**src/rtl/calc_op_sequencer.sv**
```systemverilog
// Operand/control stage feeding the SOMA and SUBTRACAO units: one request in flight.
// Optional carry/zero flag outputs are enabled by defining CALC_FLAGS_EN.
module calc_op_sequencer #(
    parameter int WIDTH       = 8,
    parameter int EXEC_CYCLES = 1
) (
    input  logic             clk,
    input  logic             rst_n,
    input  logic             in_valid,
    output logic             in_ready,
    input  logic [WIDTH-1:0] A_in,
    input  logic [WIDTH-1:0] B_in,
    input  logic             op_in,
    output logic [WIDTH-1:0] A,
    output logic [WIDTH-1:0] B,
    output logic             en_soma,
    output logic             en_sub,
    input  logic [WIDTH-1:0] S_soma,
    input  logic [WIDTH-1:0] S_sub,
    output logic [WIDTH-1:0] result,
    output logic             out_valid,
`ifdef CALC_FLAGS_EN
    output logic             carry,
    output logic             zero,
`endif
    input  logic             out_ready
);

    typedef enum logic [1:0] {
        IDLE = 2'd0,
        EXEC = 2'd1,
        DONE = 2'd2
    } state_t;

    state_t           state_reg, state_next;
    logic [3:0]       count_reg, count_next;
    logic [WIDTH-1:0] a_reg, a_next;
    logic [WIDTH-1:0] b_reg, b_next;
    logic             op_reg, op_next;
    logic [WIDTH-1:0] result_reg, result_next;
    logic [WIDTH-1:0] captured;
    logic             last_exec;

    // Final EXEC cycle: the unit output is sampled on this edge.
    assign last_exec = (count_reg == 4'(EXEC_CYCLES - 1));
    assign captured  = op_reg ? S_sub : S_soma;

`ifdef CALC_FLAGS_EN
    logic             carry_reg, carry_next;
    logic             zero_reg, zero_next;
    logic [WIDTH:0]   wide_sum;

    assign wide_sum = {1'b0, a_reg} + {1'b0, b_reg};
`endif

    always_ff @(posedge clk) begin
        if (!rst_n) begin
            state_reg  <= IDLE;
            count_reg  <= '0;
            a_reg      <= '0;
            b_reg      <= '0;
            op_reg     <= 1'b0;
            result_reg <= '0;
`ifdef CALC_FLAGS_EN
            carry_reg  <= 1'b0;
            zero_reg   <= 1'b0;
`endif
        end else begin
            state_reg  <= state_next;
            count_reg  <= count_next;
            a_reg      <= a_next;
            b_reg      <= b_next;
            op_reg     <= op_next;
            result_reg <= result_next;
`ifdef CALC_FLAGS_EN
            carry_reg  <= carry_next;
            zero_reg   <= zero_next;
`endif
        end
    end

    always_comb begin
        state_next  = state_reg;
        count_next  = count_reg;
        a_next      = a_reg;
        b_next      = b_reg;
        op_next     = op_reg;
        result_next = result_reg;
`ifdef CALC_FLAGS_EN
        carry_next  = carry_reg;
        zero_next   = zero_reg;
`endif
        in_ready    = 1'b0;
        en_soma     = 1'b0;
        en_sub      = 1'b0;
        out_valid   = 1'b0;

        case (state_reg)
            IDLE: begin
                in_ready = 1'b1;
                if (in_valid) begin
                    a_next     = A_in;
                    b_next     = B_in;
                    op_next    = op_in;
                    count_next = '0;
                    state_next = EXEC;
                end
            end
            EXEC: begin
                // Enables decode only from registered state so they never glitch.
                en_soma    = ~op_reg;
                en_sub     = op_reg;
                count_next = count_reg + 4'd1;
                if (last_exec) begin
                    result_next = captured;
`ifdef CALC_FLAGS_EN
                    carry_next  = op_reg ? (a_reg < b_reg) : wide_sum[WIDTH];
                    zero_next   = (captured == '0);
`endif
                    state_next  = DONE;
                end
            end
            DONE: begin
                out_valid = 1'b1;
                if (out_ready) begin
                    state_next = IDLE;
                end
            end
            default: begin
                state_next = IDLE;
            end
        endcase
    end

    assign A      = a_reg;
    assign B      = b_reg;
    assign result = result_reg;
`ifdef CALC_FLAGS_EN
    assign carry  = carry_reg;
    assign zero   = zero_reg;
`endif

endmodule

```
**config.mk**
```make
export PLATFORM = sky130hd
export DESIGN_NAME = calc_op_sequencer
export DESIGN_NICKNAME = d
export VERILOG_FILES = /design/src/rtl/calc_op_sequencer.sv
export SDC_FILE = /design/constraint.sdc
export NUM_CORES = 1
export LEC_CHECK = 0
export CAP_MARGIN = 0
export CORE_MARGIN = 5
export CORE_UTILIZATION = 40
export DETAILED_ROUTE_END_ITERATION = 16
export GPL_TIMING_DRIVEN = 0
export PLACE_DENSITY = 0.84
export SYNTH_ARGS = -nofsm -noshare
export SYNTH_HDL_FRONTEND = slang
export SYNTH_SLANG_ARGS = --single-unit
```
**constraint.sdc**
```tcl
create_clock -name clk -period 1.95 [get_ports clk]
set_clock_uncertainty 0.15 [all_clocks]
set_input_delay 0.195 -clock clk [delete_from_list [all_inputs] [get_ports clk]]
set_output_delay 0.195 -clock clk [all_outputs]
set_load 0.02 [all_outputs]
```
==> impl_results.md <==
* Fillers at 301
* Die area at 4710 sq um
* Slew margin rel. at 0.715
* Synth area leaders: dfxtp_1, nand2_1, mux2i_1, a21boi_1, o211a_1
* GRT Overall Usage at 0.154
* MaxCap Viol Count at 0
* Synth-to-layout area growth at 54.6%
* Total gr overflow at 0
* Post-DP HPWL at 2540 um
* Most frequent cells in the layout: clkdlybuf4s50_1, nand2_1, dfxtp_1
* Row count at 21
* Register clock-pin slew on the reported worst setup and hold paths at roughly 90 ps
* Number of synthesized flops with an enable pin at 0
* Antenna diodes at 0
* Largest net degree at the start of global routing at 11
* Area share of the largest cell type after synthesis at 0.452
* Clk pwr share at 0.240
* Die Width at 68.6 um
* Pleak at 0.000888 uW
* Io pins at 65
* Syn nets at 185
* Maximum clock frequency at 0.531 GHz
* Power density cells at 681 nW/um^2
* Kind of critical path: register to primary output
* Logic pwr share at 0.269
* Actual slew at the worst max-slew pin at 428 ps
* DRT antenna net count at 0
* Met2 Wirelength at 1660 um
* Fin. Hold Viols at 0
* Final min period at 1880 ps
* Nets@finish at 256
* Die height at just under 70 um
* CP Launch Point: state_reg[1]
* Hold WS at roughly 260 ps
* Critical hold path startpoint: A_in[1]
* RSZ-0062 raised after global routing: no
* Async SR Flop Fraction at 0
* Routed vias at between 1000 and 1500
* Initial DRC Count at 54
* Top routing layer used: met4
* Status: finished, final reports clean
* DR pass1 iterations at 4
* Crit path required time at 1600 ps
* Final Cycle Share at 0.966
* H-tree levels at 2
* Clock Tree Root: clkbuf_4
* Worst setup SP type: register
* CTS tree: done
* Core ar. at 3340 sq um
* Area leader, netlist: dfxtp_1
* Mapped Cells at 146
* Reg2reg start: count_reg[0]
* Sequential fraction of the synthesis area at 0.452
* Arr. time, crit path at roughly 1500 ps
* Net switching power at between 400 and 500 uW
* Pint at 1040 uW
* Mapped Area at ~1400 sq um
* Met3 wire length at between 200 and 300 um
* Top FF cell, synth: dfxtp_1
* Clock Latency Late Sink at ~330 ps
* Synth Register Bits at 31
* Seq pwr share at 0.490
* Final WL at between 3000 and 4000 um
* Min-Delay Path Class: input port to register
* CP Capture Type: primary output
* Switching Share at 0.283
* I/O Buffers at 64
* Post-route cell area at between 2000 and 2500 sq um
* Mean Syn Cell Area at 9.41 sq um
* Layout cells sized above 1 at 0.0872
* First-pass GRT wire length at 5330 um
* Yosys Warn Count at 0
* Initial Util at 0.412
* Most common cell after layout, fill and taps aside: clkdlybuf4s50_1
* Post-CTS Setup Repair Bufs at 0
* Drc violations at 0
* Crit-path max FO at 7
* Final Setup Violations at 0
* Clock buffer depth at 2
* Vias/cell at 4.74
* GPL Wtd Cong at 0.749
* CTS buffer count at 5
* WL/cell at 12.7 um
* Clk sinks at 31
* Slew Limit Fails at 0
* M1 WL at 1360 um
* Initial antenna violation count at 0
* Yosys cell types at 27
* Max VDD drop at 388 uV
* Vias in the first global route at about 1200
* DP Area at around 2100 sq um
[critical path, cell delays in order (launching register included)]
cell             delay [ps]
dfxtp_2                 440
and2b_1                 160
clkdlybuf4s50_1         610
[per-stage QoR]
| stage | utilization | setup slack (ps) | TNS (ps) | instances | total power [uW] |
|---|---|---|---|---|---|
| after detailed placement | 0.621 | -56.8 | -56.8 | 256 | 1120 |
| after global routing | 0.636 | 13.0 | 0 | 264 | 1520 |
| final | 0.636 | 66.9 | 0 | 264 | 1450 |
| after CTS | 0.638 | 13.7 | 0 | 264 | 1460 |
| after floorplan | - | 452 | 0 | 146 | 919 |
| after global placement | 0.621 | -43.6 | -43.6 | 256 | 1110 |
[power groups by stage]
stage / Sequential (uW) / Combinational (uW) / Clock (uW)
floorplan: 768 / 151 / 0
global placement: 721 / 388 / 0
detailed placement: 722 / 395 / 0
CTS: 709 / 396 / 359
global route: 717 / 421 / 387
finish: 709 / 389 / 348
[final cells by class]
class,instances,area [sq um],share of cell area
Inverter,2,7.51,0.00354
Clock inverter,1,5.00,0.00236
Tap cell,46,57.6,0.0271
Clock buffer,7,45.0,0.0212
Sequential cell,31,623,0.293
Timing Repair Buffer,64,634,0.299
Multi-Input combinational cell,104,682,0.321
Buffer,9,68.8,0.0324
[per-layer routing]
metal,GRT usage,vias up
met5,0,-
met4,0.0844,0
met3,0.0470,7
met2,0.272,39
met1,0.162,567
li1,-,639
[synth_stat cells (3+ instances only)]
cell,number
dfxtp_1,31
clkbuf_1,3
nand3_1,10
a21boi_0,7
nor2_1,4
mux2i_1,9
a21boi_1,11
buf_6,4
o211a_1,8
and2_1,3
nand2_1,36
[path summary, 6_finish.rpt]
| kind | endpoint | slack [ps] | depth (start not counted) |
|---|---|---|---|
| setup / recovery | out_valid | 70 | 2 |
| hold / removal | A[1] | 260 | 3 |
| setup reg to reg | result[3] | 320 | 6 |
| hold reg to reg | A[6] | 300 | 2 |
[logic make-up after synthesis]
logic type,synth area share
adder cells (fa/ha/maj),0.0182
XOR/XNOR,0.0128
flip-flops,0.452
buffers and inverters,0.0556
multiplexers,0.0656
AO/OA/AOI/OAI,0.166
AND/OR/NAND/NOR,0.230
[what timing repair did]
action / CTS / global route
setup endpoints to repair: 3 / 1
hold buffers: 0 / 0
gates resized for setup: 6 / 1
No activity file was read; power rests on OpenSTA's default activity.
==> RTL edit: new RTL, same settings <==
Re-encode `state_t` (3 states) as one-hot, 3 bits wide.
--- a/src/rtl/calc_op_sequencer.sv
+++ b/src/rtl/calc_op_sequencer.sv
@@ -26,10 +26,10 @@
     input  logic             out_ready
 );
 
-    typedef enum logic [1:0] {
-        IDLE = 2'd0,
-        EXEC = 2'd1,
-        DONE = 2'd2
+    typedef enum logic [2:0] {
+        IDLE = 3'b001,
+        EXEC = 3'b010,
+        DONE = 3'b100
     } state_t;
 
     state_t           state_reg, state_next;
Check against the original RTL: no difference found for any inputs over 10 cycles, from zero or initial values and one cycle with rst_n low; not proved beyond that.
==> RTL edit against the unedited design <==
- total power is 12% higher
- sequential cell count up 1
- maximum frequency about the same
- wire length up 1.5%
- synthesized cell count increased by 5.5%
- worst setup slack barely moved
- synthesized area is 4.6% higher
- critical path depth rose by 1
- cell count grew 3.0%
- clock power grew 62%
- cell area grew 5.0%
- largest cell class is now multi-input gates
- highest routed layer unchanged
==> RTL edit: results (changes against the unedited design) <==
INFO  metric grt_first_pass_wirelength = 5520 um (+3.5%)
INFO  metric power.share.switching = 24.7% (-3.6 points)
INFO  metric critical_path.max_fanout = 9 (+2)
INFO  metric synth.yosys.seq_area_share = 44.6% (-0.57 points)
INFO  metric track_usage = 13.7% (-1.7 points)
INFO  metric reg_to_reg_slack_setup = 0.22 ns (-0.10 ns)
INFO  metric worst_pin_slew = 0.439 ns (+0.0108 ns)
INFO  metric worstHoldStart = rst_n
INFO  metric wl_per_cell = 12.5 um (-1.5%)
INFO  metric reg2regPathDepth = 6 (unchanged)
INFO  metric postSynth.asyncResetShare = 0% (unchanged)
INFO  metric drive_gt1_share = 11.1% (+2.3 points)
INFO  metric grt_use_met2 = 23.0% (-4.2 points)
INFO  metric detail_route.first_pass.iterations = 4 (unchanged)
INFO  metric root_buffer = clkbuf_4
INFO  metric gr-max-usage-layer = met2
INFO  metric synth_area_leaders = dfxtp_1 (45%), nand2_1 (9.9%), mux2i_1 (6.3%), o211a_1 (5.6%), a21boi_1 (5.2%)
INFO  metric grt.met3_usage = 7.75% (+3.0 points)
INFO  metric clk-insertion-delay-late = 0.33 ns (about the same)
INFO  metric initial_antenna_violation_count = 0 (unchanged)
INFO  metric final-instance-count-excl-fill = 272 (+3.0%)
INFO  metric ir_worst_vdd = 0.000433 V (+12%)
INFO  metric hold_path_depth = 3 (unchanged)
INFO  metric postSynthNetCount = 193 (+4.3%)
INFO  metric placed_cells = 263 (+2.7%)
INFO  metric post_route_core_utilization = 65.3% (+1.6 points)
INFO  metric dpl-instance-area = 2120 um^2 (+2.5%)
INFO  metric gr-usage-met1 = 15.2% (-1.0 points)
INFO  metric netlist-cell-type-count = 33 (+22%)
INFO  metric total_leakage_power = 0.957 nW (+7.8%)
INFO  metric holdCritPathClass = primary input to flop
INFO  metric cts_htree_levels = 2 (unchanged)
INFO  metric synth.avg_cell_area = 9.33 um^2 (-0.88%)
INFO  metric min_to = count_reg[3]$_SDFFE_PN0P_
INFO  metric ys.warnings.count = 0 (unchanged)
INFO  metric antenna_cells_inserted = 0 (unchanged)
INFO  metric path_clk_slew = 0.10 ns
INFO  metric r2r_end = state_reg[2]$_SDFFE_PN0P_
INFO  metric place_congestion = 0.764 (+2.0%)
INFO  metric detailedPlacementHpwl = 2570 um (+0.93%)
INFO  metric vias = 1339 (+6.9%)
INFO  metric r2r-start = count_reg[0]$_SDFFE_PN0P_
INFO  metric grt_start_max_net_pins = 11 (unchanged)
INFO  metric run_status = finished, final reports clean
INFO  metric synth_top_cells_by_count = nand2_1 (38), dfxtp_1 (32), a21boi_1 (10), nand3_1 (10), mux2i_1 (9)
INFO  metric critPathArrivalTime = 1.54 ns (about the same)
INFO  metric fillerInstances = 286 (-5.0%)
INFO  metric port-buffer-count = 63 (-1.6%)
INFO  metric drtIter0Drc = 42 (-22%)
INFO  metric cts.path.max_buffers = 2 (unchanged)
INFO  metric final_antenna_net_count = 0 (unchanged)
INFO  metric numCtsBuffers = 5 (unchanged)
## RTL edit: cell count changes after synthesis, moves of 2 or more
cell     change
nand2_1      +2
buf_6        -3
buf_2        +3
nor2_1       -3
## RTL edit: per-layer routing
metal	share of wire (%)	wire length (um)
met5	0	0
met4	0.65	22
met3	12	416
met2	46	1580
met1	41	1380
## RTL edit: cells by family after synthesis
| family | count (synthesis) | synth area share (%) |
|---|---|---|
| AO/OA/AOI/OAI | 29 | 16.9 |
| XOR/XNOR | 1 | 0.610 |
| adder cells (fa/ha/maj) | 2 | 1.74 |
| buffers and inverters | 14 | 5.05 |
| flip-flops | 32 | 44.6 |
| multiplexers | 9 | 6.27 |
| AND/OR/NAND/NOR | 67 | 24.8 |
## RTL edit: timing repair
item | CTS | global route
cloned | 0 | 0
endpoints found under the setup margin | 4 | 3
gates resized for setup | 14 | 3
buffers inserted | 0 | 1
## RTL edit: layout make-up
type	count	area share [%]
multi-input combinational	108	32.4
sequential	32	29.1
timing repair buffer	64	28.1
buffer	11	3.03
clock buffer	7	2.92
tap	46	2.58
clock inverter	1	1.35
inverter	3	0.505
## RTL edit: per-stage QoR
step	TNS (ns)	worst slack [ns]	hold WS (ns)
6_report	0	0.0667	0.134
5_1_grt	0	0.000200	0.148
4_1_cts	0	0.0146	0.121
3_3_place_gp	-0.194	-0.139	0.291
3_5_place_dp	-0.153	-0.120	0.295
2_1_floorplan	0	0.293	0.180
## RTL edit: worst max-delay path: stages, from the launching register on
cell	delay, ns
dfxtp_4	0.41
or3b_1	0.41
inv_1	0.06
dlygate4sd2_1	0.32
## RTL edit: worst max path at each step
stage | slack, ns | startpoint | endpoint | cells after the start
6_report | 0.07 | state_reg[0]$_SDFFE_PN1P_ | in_ready | 3
5_1_grt | 0.0002 | state_reg[0]$_SDFFE_PN1P_ | in_ready | 3
4_1_cts | 0.01 | state_reg[0]$_SDFFE_PN1P_ | in_ready | 3
3_5_place_dp | -0.12 | state_reg[1]$_SDFFE_PN0P_ | en_sub | 4
3_3_place_gp | -0.14 | state_reg[1]$_SDFFE_PN0P_ | en_sub | 4
2_1_floorplan | 0.29 | state_reg[2]$_SDFFE_PN0P_ | state_reg[0]$_SDFFE_PN1P_ | 3
## RTL edit: power by group through the flow
stage	logic (W)	clock network (W)	registers [W]
5_1_grt	0.000363	0.000604	0.000723
4_1_cts	0.000338	0.000574	0.000719
6_report	0.000334	0.000563	0.000719
2_1_floorplan	0.000131	0	0.000769
3_5_place_dp	0.000339	0	0.000733
3_3_place_gp	0.000336	0	0.000732
